$ cat config.mk
export PLATFORM = sky130hd
export DESIGN_NAME = mouse_cursor
export DESIGN_NICKNAME = d
export VERILOG_FILES = /design/src/rtl/mouse_pkg.sv /design/src/rtl/mouse_evt_fifo.sv /design/src/rtl/mouse_cursor.sv
export SDC_FILE = /design/constraint.sdc
export NUM_CORES = 1
export LEC_CHECK = 0
export BUFFER_PORTS_ARGS = -buffer_cell sky130_fd_sc_hd__buf_2
export CAP_MARGIN = 10
export CELL_PAD_IN_SITES_DETAIL_PLACEMENT = 1
export CELL_PAD_IN_SITES_GLOBAL_PLACEMENT = 2
export CORE_MARGIN = 4
export CORE_UTILIZATION = 37
export DETAILED_ROUTE_END_ITERATION = 16
export PLACE_DENSITY = 0.91
export SLEW_MARGIN = 20
export SYNTH_ARGS = -nofsm -noshare
export SYNTH_HDL_FRONTEND = slang
export SYNTH_SLANG_ARGS = --single-unit
$ cat constraint.sdc
create_clock -name clk -period 3.5 [get_ports clk]
set_input_delay 0.35 -clock clk [delete_from_list [all_inputs] [get_ports clk]]
set_output_delay 0.35 -clock clk [all_outputs]
set_load 0.03 [all_outputs]
$ cat src/rtl/mouse_pkg.sv
// Shared types and constants for the PS/2 mouse cursor block.
// The event record packs the released buttons above the pressed buttons.
package mouse_pkg;

   localparam int EVT_W = 6;

   localparam int BTN_L = 0;
   localparam int BTN_R = 1;
   localparam int BTN_M = 2;

   typedef struct packed {
      logic [2:0] released;
      logic [2:0] pressed;
   } evt_t;

   // Edge-detect one packet's button state against the previously held state.
   function automatic evt_t make_evt(input logic [2:0] prev, input logic [2:0] now);
      evt_t e;
      e.pressed  = now & ~prev;
      e.released = ~now & prev;
      return e;
   endfunction

endpackage

$ cat src/rtl/mouse_evt_fifo.sv
// Button-event FIFO. A push into a full FIFO is dropped and raises a sticky
// overflow flag, unless a pop in the same cycle makes room for it.
module mouse_evt_fifo
   import mouse_pkg::*;
#(
   parameter int FIFO_DEPTH = 4
) (
   input  logic clk,
   input  logic reset,
   input  logic push,
   input  evt_t push_data,
   input  logic pop,
   input  logic ovf_clr,
   output evt_t head,
   output logic valid,
   output logic ovf
);

   localparam int AW = $clog2(FIFO_DEPTH);
   localparam logic [AW:0] PTR_ONE = {{AW{1'b0}}, 1'b1};

   logic [AW:0] wr_ptr_r;
   logic [AW:0] rd_ptr_r;
   logic        ovf_r;
   evt_t        mem_r [FIFO_DEPTH];

   logic empty_s;
   logic full_s;
   logic pop_s;
   logic wr_s;
   logic drop_s;

   assign empty_s = (wr_ptr_r == rd_ptr_r);
   assign full_s  = (wr_ptr_r[AW] != rd_ptr_r[AW]) &&
                    (wr_ptr_r[AW-1:0] == rd_ptr_r[AW-1:0]);
   assign pop_s   = pop && !empty_s;
   assign wr_s    = push && (!full_s || pop_s);
   assign drop_s  = push && full_s && !pop_s;

   // Pointers and the sticky overflow flag; a drop wins over a clear.
   always_ff @(posedge clk or posedge reset) begin
      if (reset) begin
         wr_ptr_r <= {(AW+1){1'b0}};
         rd_ptr_r <= {(AW+1){1'b0}};
         ovf_r    <= 1'b0;
      end else begin
         if (wr_s) begin
            wr_ptr_r <= wr_ptr_r + PTR_ONE;
         end
         if (pop_s) begin
            rd_ptr_r <= rd_ptr_r + PTR_ONE;
         end
         if (drop_s) begin
            ovf_r <= 1'b1;
         end else if (ovf_clr) begin
            ovf_r <= 1'b0;
         end
      end
   end

   // Entry storage; stale contents are masked by the empty check below.
   always_ff @(posedge clk) begin
      if (wr_s) begin
         mem_r[wr_ptr_r[AW-1:0]] <= push_data;
      end
   end

   assign head  = empty_s ? evt_t'({EVT_W{1'b0}}) : mem_r[rd_ptr_r[AW-1:0]];
   assign valid = !empty_s;
   assign ovf   = ovf_r;

endmodule

$ cat src/rtl/mouse_cursor.sv
// Integrates PS/2 mouse deltas into a screen-clamped cursor position and turns
// button changes into press/release events queued for the CPU.
module mouse_cursor
   import mouse_pkg::*;
#(
   parameter int POS_W      = 10,
   parameter int X_MAX      = 639,
   parameter int Y_MAX      = 479,
   parameter int X_INIT     = 320,
   parameter int Y_INIT     = 240,
   parameter int FIFO_DEPTH = 4
) (
   input  logic             clk,
   input  logic             reset,
   input  logic [8:0]       xm,
   input  logic [8:0]       ym,
   input  logic [2:0]       btnm,
   input  logic             m_done_tick,
   input  logic             recenter,
   output logic [POS_W-1:0] cur_x,
   output logic [POS_W-1:0] cur_y,
   output logic [2:0]       btn,
   output logic             move_tick,
   output logic             evt_valid,
   output logic [5:0]       evt_data,
   input  logic             evt_rd,
   output logic             evt_ovf,
   input  logic             evt_ovf_clr
);

   // Two guard bits keep full-range deltas from wrapping before the clamp.
   localparam int SW = POS_W + 2;
   localparam logic signed [SW-1:0] ZERO_S  = {SW{1'b0}};
   localparam logic signed [SW-1:0] X_MAX_S = SW'(X_MAX);
   localparam logic signed [SW-1:0] Y_MAX_S = SW'(Y_MAX);
   localparam logic [POS_W-1:0] X_MAX_V  = POS_W'(X_MAX);
   localparam logic [POS_W-1:0] Y_MAX_V  = POS_W'(Y_MAX);
   localparam logic [POS_W-1:0] X_INIT_V = POS_W'(X_INIT);
   localparam logic [POS_W-1:0] Y_INIT_V = POS_W'(Y_INIT);

   logic [POS_W-1:0] cur_x_r;
   logic [POS_W-1:0] cur_y_r;
   logic [2:0]       btn_r;
   logic             move_tick_r;

   logic signed [SW-1:0] dx_s;
   logic signed [SW-1:0] dy_s;
   logic signed [SW-1:0] sum_x_s;
   logic signed [SW-1:0] sum_y_s;
   logic [POS_W-1:0]     nx_s;
   logic [POS_W-1:0]     ny_s;
   evt_t                 evt_s;
   evt_t                 evt_head_s;
   logic                 push_s;

   assign dx_s    = {{(SW-9){xm[8]}}, xm};
   assign dy_s    = {{(SW-9){ym[8]}}, ym};
   assign sum_x_s = $signed({2'b00, cur_x_r}) + dx_s;
   // PS/2 reports up as positive while screen row 0 is the top.
   assign sum_y_s = $signed({2'b00, cur_y_r}) - dy_s;

   // Clamp both candidate positions to the visible screen.
   always_comb begin
      nx_s = {POS_W{1'b0}};
      ny_s = {POS_W{1'b0}};
      if (sum_x_s < ZERO_S) begin
         nx_s = {POS_W{1'b0}};
      end else if (sum_x_s > X_MAX_S) begin
         nx_s = X_MAX_V;
      end else begin
         nx_s = sum_x_s[POS_W-1:0];
      end
      if (sum_y_s < ZERO_S) begin
         ny_s = {POS_W{1'b0}};
      end else if (sum_y_s > Y_MAX_S) begin
         ny_s = Y_MAX_V;
      end else begin
         ny_s = sum_y_s[POS_W-1:0];
      end
   end

   assign evt_s  = make_evt(btn_r, btnm);
   assign push_s = m_done_tick && (|evt_s);

   // Position, button and move-tick registers; recenter overrides packet motion.
   always_ff @(posedge clk or posedge reset) begin
      if (reset) begin
         cur_x_r     <= X_INIT_V;
         cur_y_r     <= Y_INIT_V;
         btn_r       <= 3'b000;
         move_tick_r <= 1'b0;
      end else begin
         move_tick_r <= m_done_tick;
         if (recenter) begin
            cur_x_r <= X_INIT_V;
            cur_y_r <= Y_INIT_V;
         end else if (m_done_tick) begin
            cur_x_r <= nx_s;
            cur_y_r <= ny_s;
         end
         if (m_done_tick) begin
            btn_r <= btnm;
         end
      end
   end

   mouse_evt_fifo #(
      .FIFO_DEPTH(FIFO_DEPTH)
   ) u_evt_fifo (
      .clk       (clk),
      .reset     (reset),
      .push      (push_s),
      .push_data (evt_s),
      .pop       (evt_rd),
      .ovf_clr   (evt_ovf_clr),
      .head      (evt_head_s),
      .valid     (evt_valid),
      .ovf       (evt_ovf)
   );

   assign cur_x     = cur_x_r;
   assign cur_y     = cur_y_r;
   assign btn       = btn_r;
   assign move_tick = move_tick_r;
   assign evt_data  = evt_head_s;

endmodule

==> out/metrics.cfg <==
[run_status]
status=complete, no violations

[grt]
top_usage_layer=met2
grt_pass1_wl_um=14300
grt_use_met1=0.201
grt_use_met3=0.0361
grt_usage=0.157
use_met2=0.277
first_global_vias=2876
grt_max_degree=29
antenna_found_initial=0
overflow=0

[synthesis]
netlist-cell-type-count=64
muxShareOfSynthArea=0.0538
synth_compound_area_frac=0.184
synth_largest_area_cell=edfxtp_1
synthAdderAreaFrac=0.107
yosys.area_share.simple=0.142
syn_inst=323
synth_area_sq_um=3540
synth-async-reset-ratio=0.564
synthXorXnorAreaFrac=0.0495
synth_top_family_by_area=compound AO/OA/AOI/OAI gates
synth_area_leaders=edfxtp_1 (20%), dfrtp_1 (18%), ha_1 (9.6%), dfstp_2 (4.5%), mux4_2 (3.8%)
synth_fp_nets=379
synth_edf_count=24
synthFlopType=dfrtp_1
yosysWarnings=0
synth_top_cell_area_share=0.204
ys_seq_elements=55
avgSynthCellArea_sq_um=11.0
yosysSeqAreaShare=0.425

[critical_path]
critPathBufInv=2
critical_path_required_ns=3.72
cpPeakStageDelay_ns=0.43
path_cells=inv_1, ha_1, inv_1, fa_1, a21o_1, a221oi_1, xnor2_1, nand4b_1, nor3_1, a211oi_2, a311oi_1
timing.critical_path.mode_cell=inv_1
cp.arrival_ns=3.03
start_kind=flop
path_max_fanout=6
cp_top_family=compound AO/OA/AOI/OAI gates
cp-end-kind=flop
slowest_stage=a221oi_1
path_class=flop to flop
reg2reg_slack_ns=0.69

[flow_run]
max_cap_viol_count=0

[placed_design]
dp_hpwl_um=6870
port_buffers=58
dp_cells=502
gp_congestion=0.778

[clock_tree]
cts_resized=0
clk_pin_slew_ns=0.11
cts_setup_buffers=0
cts_hold_buf=0
clk_latency_ns=0.32
cts.sinks=55
htree_levels=2
cts_buffer_depth=2
cts_made_buffers=5
cts_tree=built
cts_root_buffer=clkbuf_8

[layout]
nets=436
antenna_cells=0
register_area_sq_um=1500
fillerInstances=1095
drive_gt1_frac=0.260
multi_input_area_sq_um=1890
area_growth_pct=14.4
utilization=0.436
layout.cells.non_filler=510

[die]
initial_utilization=0.381
die_y_um=106
coreArea_sq_um=9280
rows=35
die_w_um=106
die-area_sq_um=11200
io_pins=59

[detailed_routing]
drt_iter0_markers=84
dr.pass1.iters=4
viasPerCell=5.24
wl_per_cell_um=16.7
post-route-drc-count=0
vias=2672
wl_um=8540
postRouteAntennaNets=0

[sta]
worst_slew_pin_slew_ns=0.998
finalSetupTns_ns=0
drv_slew=0
timing.final.crit_share=0.803
setup_viol=0
fin_skew_ns=0.0105
finalHoldWorstSlack_ns=0.0884
timing.fmax_mhz=356
finalHoldViolCount=0
rsz0062_at_grt=false
slew_headroom=0.333
period_needed_ns=2.81

[power_and_ir_drop]
p_leak_nw=1.76
powerDensity_nw_per_um2=650
ir_worst_vdd_mv=0.234
power_mw=2.63

[hold_path]
hold_path.class=input pin to async pin

## cell families (layout without fill, tap and decap cells)
family,after synthesis,in the layout
compound gates,85,85
xor+xnor,20,20
fa+ha+maj,29,29
buf+inv,35,93
flops,55,55
mux,11,11
simple gates,88,88
## cells in the mapped netlist, types with 5 or more instances
cell type and number:
a21o_1 7, a21oi_1 14, a221o_1 6, a22oi_1 5, clkbuf_1 5, dfrtp_1 25
dfstp_2 6, edfxtp_1 24, ha_1 27, inv_1 26, mux4_2 6, nand2_1 13
nor2_1 16, nor2b_1 15, nor3_1 11, o21a_1 7, o21ai_0 12, xnor2_1 13
xor2_1 7
## metrics by stage
step                      setup slack [ns]  area [sq um]
after floorplan                      0.936          3540
after global placement               0.741          3960
after detailed placement             0.694          3960
after CTS                            0.666          4050
after global routing                 0.437          4050
final                                0.690          4050
## sequential cells by signal, indices dropped and copies added (netlist names)
name and count:
u_evt_fifo.ovf 1, u_evt_fifo.wr_ptr_r 3, u_evt_fifo.mem_r 24, move_tick 1
u_evt_fifo.rd_ptr_r 3, cur_y 10, btn 3, cur_x 10
## metal layers
layer / wire length (um) / vias to the layer above
li1: - / 1305
met3: 327 / 4
met4: 46 / 0
met5: 0 / -
met1: 3850 / 1327
met2: 4310 / 36
## where the power goes
part	total (mW)	internal (mW)	switching (mW)
registers	0.960	0.825	0.135
logic	1.31	0.508	0.797
clock network	0.364	0.145	0.219
total	2.63	1.48	1.15
## cell usage in the layout (no fill, tap or decap), types with 3 or more instances in the layout
| cell | instances |
|---|---|
| a211oi_1 | 3 |
| a21o_1 | 7 |
| a21oi_1 | 14 |
| a221o_1 | 6 |
| a22oi_1 | 5 |
| and2_1 | 4 |
| and3_1 | 3 |
| buf_2 | 58 |
| clkbuf_8 | 5 |
| dfrtp_1 | 25 |
| dfstp_2 | 6 |
| edfxtp_1 | 24 |
| ha_1 | 27 |
| inv_1 | 25 |
| mux2_2 | 4 |
| mux4_2 | 6 |
| nand2_1 | 13 |
| nand2b_1 | 3 |
| nand3_1 | 3 |
| nand4b_1 | 3 |
| nor2_1 | 16 |
| nor2b_1 | 15 |
| nor3_1 | 11 |
| o21a_1 | 7 |
| o21ai_0 | 12 |
| o21bai_1 | 3 |
| o31ai_1 | 3 |
| xnor2_1 | 13 |
| xor2_1 | 7 |
## cell type report
type,count,area share
Clock inverter,3,0.00587
Inverter,26,0.0241
Timing Repair Buffer,59,0.0736
Sequential cell,55,0.372
Clock buffer,5,0.0170
Tap cell,129,0.0399
Multi-Input combinational cell,233,0.468
## final timing paths
check,to,from,cells after the start
worst max register to register,cur_y[4],cur_y[0],11
max in group asynchronous,cur_y[5],reset,3
worst max-delay path,cur_y[4],cur_y[0],11
worst min register to register,u_evt_fifo.wr_ptr_r[2],u_evt_fifo.wr_ptr_r[2],1
min in group clk,u_evt_fifo.ovf,evt_rd,2
worst min-delay path,btn[0],reset,2
(Power assumes the default switching activity.)
